[src/rtl/eq2_sweep_driver.sv]
// -----------------------------------------------------------------------------
// eq2_sweep_driver
//
// Synthesizable self-test for a W-bit equality comparator. On start it drives
// every (a,b) operand pair in ascending order. It waits SETTLE cycles for the
// comparator to respond, then samples ledpin_in. It checks the sample against
// a==b and accumulates match/fail counts.
//
// Ports:
//   clk        in   system clock, rising edge
//   rst_n      in   asynchronous active-low reset
//   start      in   level; launches a sweep when sampled in IDLE
//   a_out      out  [W-1:0]      operand A to comparator (registered)
//   b_out      out  [W-1:0]      operand B to comparator (registered)
//   ledpin_in  in   comparator result, synchronous to clk
//   busy       out  high whenever the FSM is not in IDLE
//   done       out  one-cycle pulse at the end of a sweep
//   match_cnt  out  [CNT_W-1:0]  vectors sampled with ledpin_in=1
//   fail_cnt   out  [CNT_W-1:0]  vectors where ledpin_in != (a_out==b_out)
//   err        out  sticky failure flag for the current sweep
// -----------------------------------------------------------------------------
module eq2_sweep_driver #(
    parameter int W      = 2,
    parameter int SETTLE = 2,         // 1..15
    parameter int CNT_W  = 2 * W + 1
) (
    input  logic             clk,
    input  logic             rst_n,
    input  logic             start,
    output logic [W-1:0]     a_out,
    output logic [W-1:0]     b_out,
    input  logic             ledpin_in,
    output logic             busy,
    output logic             done,
    output logic [CNT_W-1:0] match_cnt,
    output logic [CNT_W-1:0] fail_cnt,
    output logic             err
);

    localparam int              IDX_W     = 2 * W;
    localparam logic [IDX_W-1:0] IDX_LAST = '1;
    localparam logic [3:0]      SETTLE_LD = 4'(SETTLE - 1);

    // Bit 2 is set in every state except IDLE. busy is therefore a single
    // flop output and cannot glitch when the FSM moves between busy states.
    typedef enum logic [2:0] {
        S_IDLE   = 3'b000,
        S_DRIVE  = 3'b100,
        S_WAIT   = 3'b101,
        S_SAMPLE = 3'b111,
        S_DONE   = 3'b110
    } state_t;

    state_t           state;
    logic [IDX_W-1:0] idx;
    logic [3:0]       settle_cnt;
    logic             exp_eq;

    // The operands are slices of the registered index. They change only on
    // the clock edge that advances idx.
    assign a_out  = idx[IDX_W-1:W];
    assign b_out  = idx[W-1:0];
    assign exp_eq = (a_out == b_out);
    assign busy   = state[2];

    // NOTE: the reset is in the sensitivity list, so it takes effect
    // immediately without waiting for a clock. It still must be deasserted
    // cleanly relative to clk.
    always_ff @(posedge clk or negedge rst_n) begin
        if (!rst_n) begin
            state      <= S_IDLE;
            idx        <= '0;
            settle_cnt <= '0;
            done       <= 1'b0;
            match_cnt  <= '0;
            fail_cnt   <= '0;
            err        <= 1'b0;
        end else begin
            // NOTE: non-blocking assignments everywhere in clocked logic.
            // Every right-hand side then sees pre-edge values. The default
            // below is overridden later in this block when DONE is entered.
            done <= 1'b0;

            case (state)
                S_IDLE: begin
                    if (start) begin
                        state     <= S_DRIVE;
                        idx       <= '0;
                        match_cnt <= '0;
                        fail_cnt  <= '0;
                        err       <= 1'b0;
                    end
                end

                S_DRIVE: begin
                    settle_cnt <= SETTLE_LD;
                    state      <= S_WAIT;
                end

                // The counter is loaded with SETTLE-1 and exits on zero.
                // This gives exactly SETTLE cycles in WAIT.
                S_WAIT: begin
                    if (settle_cnt == 4'd0) begin
                        state <= S_SAMPLE;
                    end else begin
                        settle_cnt <= settle_cnt - 4'd1;
                    end
                end

                S_SAMPLE: begin
                    if (ledpin_in) begin
                        match_cnt <= match_cnt + CNT_W'(1);
                    end
                    if (ledpin_in != exp_eq) begin
                        fail_cnt <= fail_cnt + CNT_W'(1);
                        err      <= 1'b1;
                    end
                    if (idx == IDX_LAST) begin
                        state <= S_DONE;
                        done  <= 1'b1;
                    end else begin
                        idx   <= idx + IDX_W'(1);
                        state <= S_DRIVE;
                    end
                end

                S_DONE: begin
                    state <= S_IDLE;
                end

                default: begin
                    state <= S_IDLE;
                end
            endcase
        end
    end

endmodule

[config.mk]
export PLATFORM = sky130hd
export DESIGN_NAME = eq2_sweep_driver
export DESIGN_NICKNAME = d
export VERILOG_FILES = /design/src/rtl/eq2_sweep_driver.sv
export SDC_FILE = /design/constraint.sdc
export NUM_CORES = 1
export LEC_CHECK = 0
export ABC_AREA = 1
export CAP_MARGIN = 20
export CORE_MARGIN = 1
export CORE_UTILIZATION = 52
export DETAILED_ROUTE_END_ITERATION = 16
export GPL_TIMING_DRIVEN = 1
export HOLD_SLACK_MARGIN = 0.12
export PLACE_DENSITY = 0.85
export SLEW_MARGIN = 20
export SYNTH_ARGS = -nofsm -noshare
export SYNTH_HDL_FRONTEND = slang
export SYNTH_SLANG_ARGS = --single-unit
[constraint.sdc]
create_clock -name clk -period 1.4 [get_ports clk]
set_input_delay 0.35 -clock clk [delete_from_list [all_inputs] [get_ports clk]]
set_output_delay 0.35 -clock clk [all_outputs]
set_load 0.01 [all_outputs]
# Word-level counts from Yosys, hierarchy flattened

Cells that the tools add are included.

Register bits: 23
Input port bits: 4
ROM bits: 0
Logic and storage cells: 51
RAM bits: 0
Output and inout port bits: 17
Latch bits: 0
Memories kept: 0

Order comparisons: 0
Multiply operators: 0
Divide/modulo/power cells: 0
Shift-type cells: 0
$add $sub $neg: 4
Multiplexer cells: 19
Reduce and logical (&&, ||, !) cells: 9
Equal/unequal tests: 12
Bitwise logic cells: 0

Operator list:

| operator              | number |
|---|---|
| $pmux W5 S2           | 2 |
| $pmux W4 S2           | 2 |
| $mux W5               | 3 |
| $mux W4               | 3 |
| $ne A2 B2 Y1 const B  | 6 |
| $pmux W3 S4           | 1 |
| $add A5 B1 Y5 const B | 2 |
| $eq A3 B3 Y1 const B  | 3 |
| $reduce_and A3 Y1     | 3 |
| $mux W3               | 2 |
| $add A4 B1 Y4 const B | 1 |
| $eq A4 B4 Y1 const B  | 1 |
| $logic_not A4 Y1      | 1 |
| $mux W1               | 4 |
| $reduce_and A2 Y1     | 2 |
| $reduce_bool A2 Y1    | 2 |
| $sub A4 B1 Y4 const B | 1 |
| $logic_not A3 Y1      | 1 |
| $eq A2 B2 Y1          | 1 |
| $mux W2               | 1 |
| $pmux W1 S2           | 1 |
| $ne A1 B1 Y1          | 1 |

# Logic depth before layout (Yosys ltp)

Gate-level depths: netlist of run 1.

Depth after elaboration: 4
Gate-level depth with buffers: 8

# Worst setup path after synthesis of run 1

OpenSTA, ideal clock, no wires.

Path type: register -> register
Start point: register idx[1]
End point: register idx[3]
Period minus slack after synthesis: 1.215 ns
Setup time: 0.120 ns
Arrival: 1.094 ns
Slack: 0.185 ns
Stages on the path, launching flop included: 7
Path through: dfrtp_1 -> ha_1 -> nand2_1 -> nor3_4 -> nor2_2 -> nand2_1 -> nand2_1

Cells in the longest elaborated chain, start to end: 3
Elaborated cells on any way between the ends: 6
Classes of those cells: 1 x add/sub; 2 x eq/ne; 2 x mux; 1 x reduce/logical

RTL lines:

| element                                          | line     | RTL |
|---|---|---|
| start: declaration                               | 55       | `logic [IDX_W-1:0] idx;` |
| start signal: assignment                         | 122      | `idx <= idx + IDX_W'(1);` |
| $add A4 B1 Y4 or $eq A4 B4 Y1 (tied branches)    | 122, 118 |  |
| $mux W4 or $ne A2 B2 Y1 (tied branches)          | --       |  |
| $pmux W4 S2 or $reduce_and A3 Y1 (tied branches) | --       |  |

Several ways; a longest one is shown, not always the timed one. The select of a mux whose other input is x is not followed.
A chain may end at the register's enable or synchronous reset.

# Final worst setup path of run 1

Start point: register state[2]
End point: register idx[3]

Cells in the longest elaborated chain, start to end: 3
Elaborated cells on any way between the ends: 7
Classes of those cells: 3 x eq/ne; 1 x mux; 3 x reduce/logical

RTL lines:

| element                                                             | line | RTL |
|---|---|---|
| start: declaration                                                  | 54   | `state_t state;` |
| start signal: assignment                                            | 71   | `state <= S_IDLE;` |
| start signal: assignment                                            | 87   | `state <= S_DRIVE;` |
| start signal: assignment                                            | 97   | `state <= S_WAIT;` |
| $eq A3 B3 Y1 or $logic_not A3 Y1 (tied branches)                    | 84   | `case (state)` |
| $ne A2 B2 Y1 (no source line) or $reduce_bool A2 Y1 (tied branches) | --   |  |
| $reduce_and A3 Y1 (no source line)                                  | --   |  |

Several ways; a longest one is shown, not always the timed one.

==> flow_summary_export.csv, run 1 <==
group,metric,value,unit
status,outcome,"complete, but fails checks",
status,violations,"setup timing",
synthesis,synthMuxAreaShare,0,%
worst_setup_path,crit_buf_inv,2,
route,vias,1274,
finish,multiInputGateArea,701,um^2
finish,fill_cells,139,
placed_design,portBuffers,20,
die,initial_utilization,55.6,%
power,peakVddDrop,1.54,mV
synthesis,synth_top_family_by_area,"simple AND/OR/NAND/NOR gates",
clock_tree,cts_buffers,3,
synthesis,synth_common_cells,"nand2_1, dfrtp_1, inv_1",
synthesis,synthXorXnorAreaFrac,4.93,%
synthesis,yosys-top-cells-area,"dfrtp_1, nand2_1, nand3_1",
synthesis,synth-main-ff-cell,"dfrtp_1",
route,ant_nets,0,
global_routing,grt_pass1_vias,1058,
placed_design,gp_congestion,0.873,
synthesis,ys_seq_area_share,46.3,%
worst_setup_path,critPathLaunchType,"flop",
synthesis,yosysMostFrequentCell,"nand2_1",
synthesis,synth-seq-cells,23,
synthesis,avgSynthCellArea,8.17,um^2
clock_tree,htreeDepth,1,
synthesis,synth.distinct_cells,22,
worst_setup_path,critical_path_required,1.60,ns
synthesis,synthSimpleGateAreaFrac,32.3,%
worst_hold_path,hold_class,"primary input to asynchronous set/reset pin",
synthesis,post-synth-top-area-cell,"dfrtp_1",
route,drt_pass1_iterations,4,
finish,seq_area,577,um^2
route,vias_per_cell,5.59,
timing,fin_crit_sh,107,%
finish,antenna_cells,0,
finish,drive_gt1_share,30.5,%
timing,worstMarginPinSlew,0.294,ns
power,power_density,1640,nW/um^2
synthesis,synth_top_area_share,46.3,%
clock_tree,insertion_delay,0.31,ns
placed_design,hpwl,1900,um
synthesis,synth_cells,152,
power,p_leak,0.000969,uW
clock_tree,clk_pin_slew,0.13,ns
run,drv_cap,0,
clock_tree,cts_tree,"done",
route,wl_per_cell,16.3,um
synthesis,syn_nets,160,
clock_tree,root_buffer,"clkbuf_4",
global_routing,grt_usage,24.2,%
synthesis,async_reset_ff_share,100,%
worst_setup_path,path_cells,"buf_6 -> buf_6 -> nand3_4 -> nor3_4 -> nor2_2 -> nand2_1 -> nand2_1",
timing,rsz0062_at_grt,"true",
finish,final_nets,209,
route,totalWireLength,3730,um
global_routing,grt_overflow,0,
timing,fmax,0.668,GHz
timing,hold_viol,0,
synthesis,netlist_area,1240,um^2
route,drtIter0Drc,48,
global_routing,grt_pass1_wl,4590,um
worst_setup_path,cp_top_family,"simple AND/OR/NAND/NOR gates",
power,finalPower,2940,uW
route,drc,0,
die,dieWidth,50.9,um
timing,skew,0.00441,ns
synthesis,synthAdderAreaFrac,4.03,%
synthesis,synth_warnings,0,
synthesis,synth_edf_count,0,
global_routing,antenna_found_initial,0,
timing,period_needed,1.50,ns
finish,areaGrowthSynthToFinish,44.4,%
timing,setup_slack,-0.0969,ns
die,dieArea,2590,um^2
die,die_h,50.9,um
worst_setup_path,arrival,1.70,ns
die,core,2230,um^2
timing,whs,0.375,ns
die,ios,21,
worst_setup_path,max_stage_delay,0.41,ns
timing,finalSetupViolCount,11,
worst_setup_path,setup.worst_path.class,"flop to flop",
synthesis,synth_compound_area_share,5.94,%
worst_setup_path,slowest_stage,"dfrtp_1",
clock_tree,cts_buffer_depth,2,
global_routing,grt_max_degree,24,
timing,slew_headroom,80.4,%
clock_tree,cts.sinks,23,
timing,slew_violations,0,
die,std_cell_rows,17,
worst_setup_path,cp-end-kind,"flop",
worst_setup_path,critical_path.max_fanout,8,
-- cells in the final DEF, fill, tap and decap left out, drive strengths merged --
| cell type | instances |
|---|---|
| xor2 | 6 |
| nand3b | 1 |
| nor3 | 1 |
| nor2 | 17 |
| or2 | 1 |
| ha | 4 |
| dlygate4sd2 | 17 |
| clkbuf | 4 |
| o22ai | 1 |
| a21oi | 5 |
| xnor2 | 1 |
| inv | 20 |
| o21ai | 7 |
| nand3 | 15 |
| dfrtp | 23 |
| buf | 25 |
| clkdlybuf4s50 | 3 |
| nand4 | 8 |
| nand2 | 40 |
| o21bai | 1 |
-- timing repair --
item,4_1_cts,5_1_grt
pin swaps,0,7
setup endpoints to repair,19,22
hold buffers,0,0
gates cloned,0,0
buffers inserted,10,4
resized for setup,17,32
-- cell type report --
cell class                 count  share of cell area, %
tap                           28                   1.95
timing repair buffer          45                   21.1
inverter                      20                   4.32
multi-input combinational    108                   39.1
clock buffer                   4                   1.46
sequential                    23                   32.1
-- path summary, 6_finish.rpt --
| check | startpoint | to | slack (ns) | depth (start not counted) |
|---|---|---|---|---|
| setup / recovery | state[2] | idx[3] | -0.1 | 7 |
| hold / removal | rst_n | settle_cnt[1] | 0.38 | 2 |
| setup reg to reg | state[2] | idx[3] | -0.1 | 7 |
| hold reg to reg | settle_cnt[0] | settle_cnt[0] | 0.51 | 1 |
| max in group asynchronous | rst_n | state[0] | 0.78 | 2 |
| min in group clk | settle_cnt[0] | settle_cnt[0] | 0.51 | 1 |
-- state kept, by name, indices dropped and copies added, names as in the netlist --
register	count
match_cnt	5
err	1
done	1
settle_cnt	4
idx	4
state	3
fail_cnt	5
-- per-stage QoR --
stage | setup slack, ns | utilization (%) | TNS, ns | std cells | cell area [um^2]
3_3_place_gp | -0.161 | 69.6 | -1.47 | 210 | 1560
5_1_grt | -0.169 | 80.3 | -1.75 | 228 | 1790
2_1_floorplan | 0.185 | - | 0 | 152 | 1240
6_report | -0.0969 | 80.3 | -0.364 | 228 | 1790
4_1_cts | 0.00267 | 73.2 | 0 | 224 | 1640
3_5_place_dp | -0.187 | 69.6 | -1.83 | 210 | 1560
-- routing by layer --
layer / GRT usage (%) / vias up / part of all wire (%)
met5: 0 / - / 0
met4: 8.80 / 0 / 2.4
met3: 3.87 / 13 / 6.8
met2: 41.6 / 67 / 52
met1: 30.7 / 605 / 38
li1: - / 589 / -
-- logic make-up (layout without fill, tap and decap cells) --
logic type / Yosys count / in the layout
AO/OA/AOI/OAI: 14 / 14
XOR/XNOR: 7 / 7
adder cells (fa/ha/maj): 4 / 4
buffers and inverters: 21 / 69
flip-flops: 23 / 23
AND/OR/NAND/NOR: 83 / 83
-- report_power, final --
part	internal (uW)	switching (uW)	leakage, uW	total [uW]
sequential	836	134	0.000307	970
clock	111	204	0.0000150	315
combinational	679	979	0.000647	1660
Power figures use the tool's default switching activity.
==> run 2, diff against run 1 <==
--- a/config.mk
+++ b/config.mk
@@ -13,7 +13,6 @@
 export GPL_TIMING_DRIVEN = 1
 export HOLD_SLACK_MARGIN = 0.12
 export PLACE_DENSITY = 0.85
-export SLEW_MARGIN = 20
 export SYNTH_ARGS = -nofsm -noshare
 export SYNTH_HDL_FRONTEND = slang
 export SYNTH_SLANG_ARGS = --single-unit
==> results of run 2 <==
The final DEF is identical to that of run 1; final timing and power are the same.
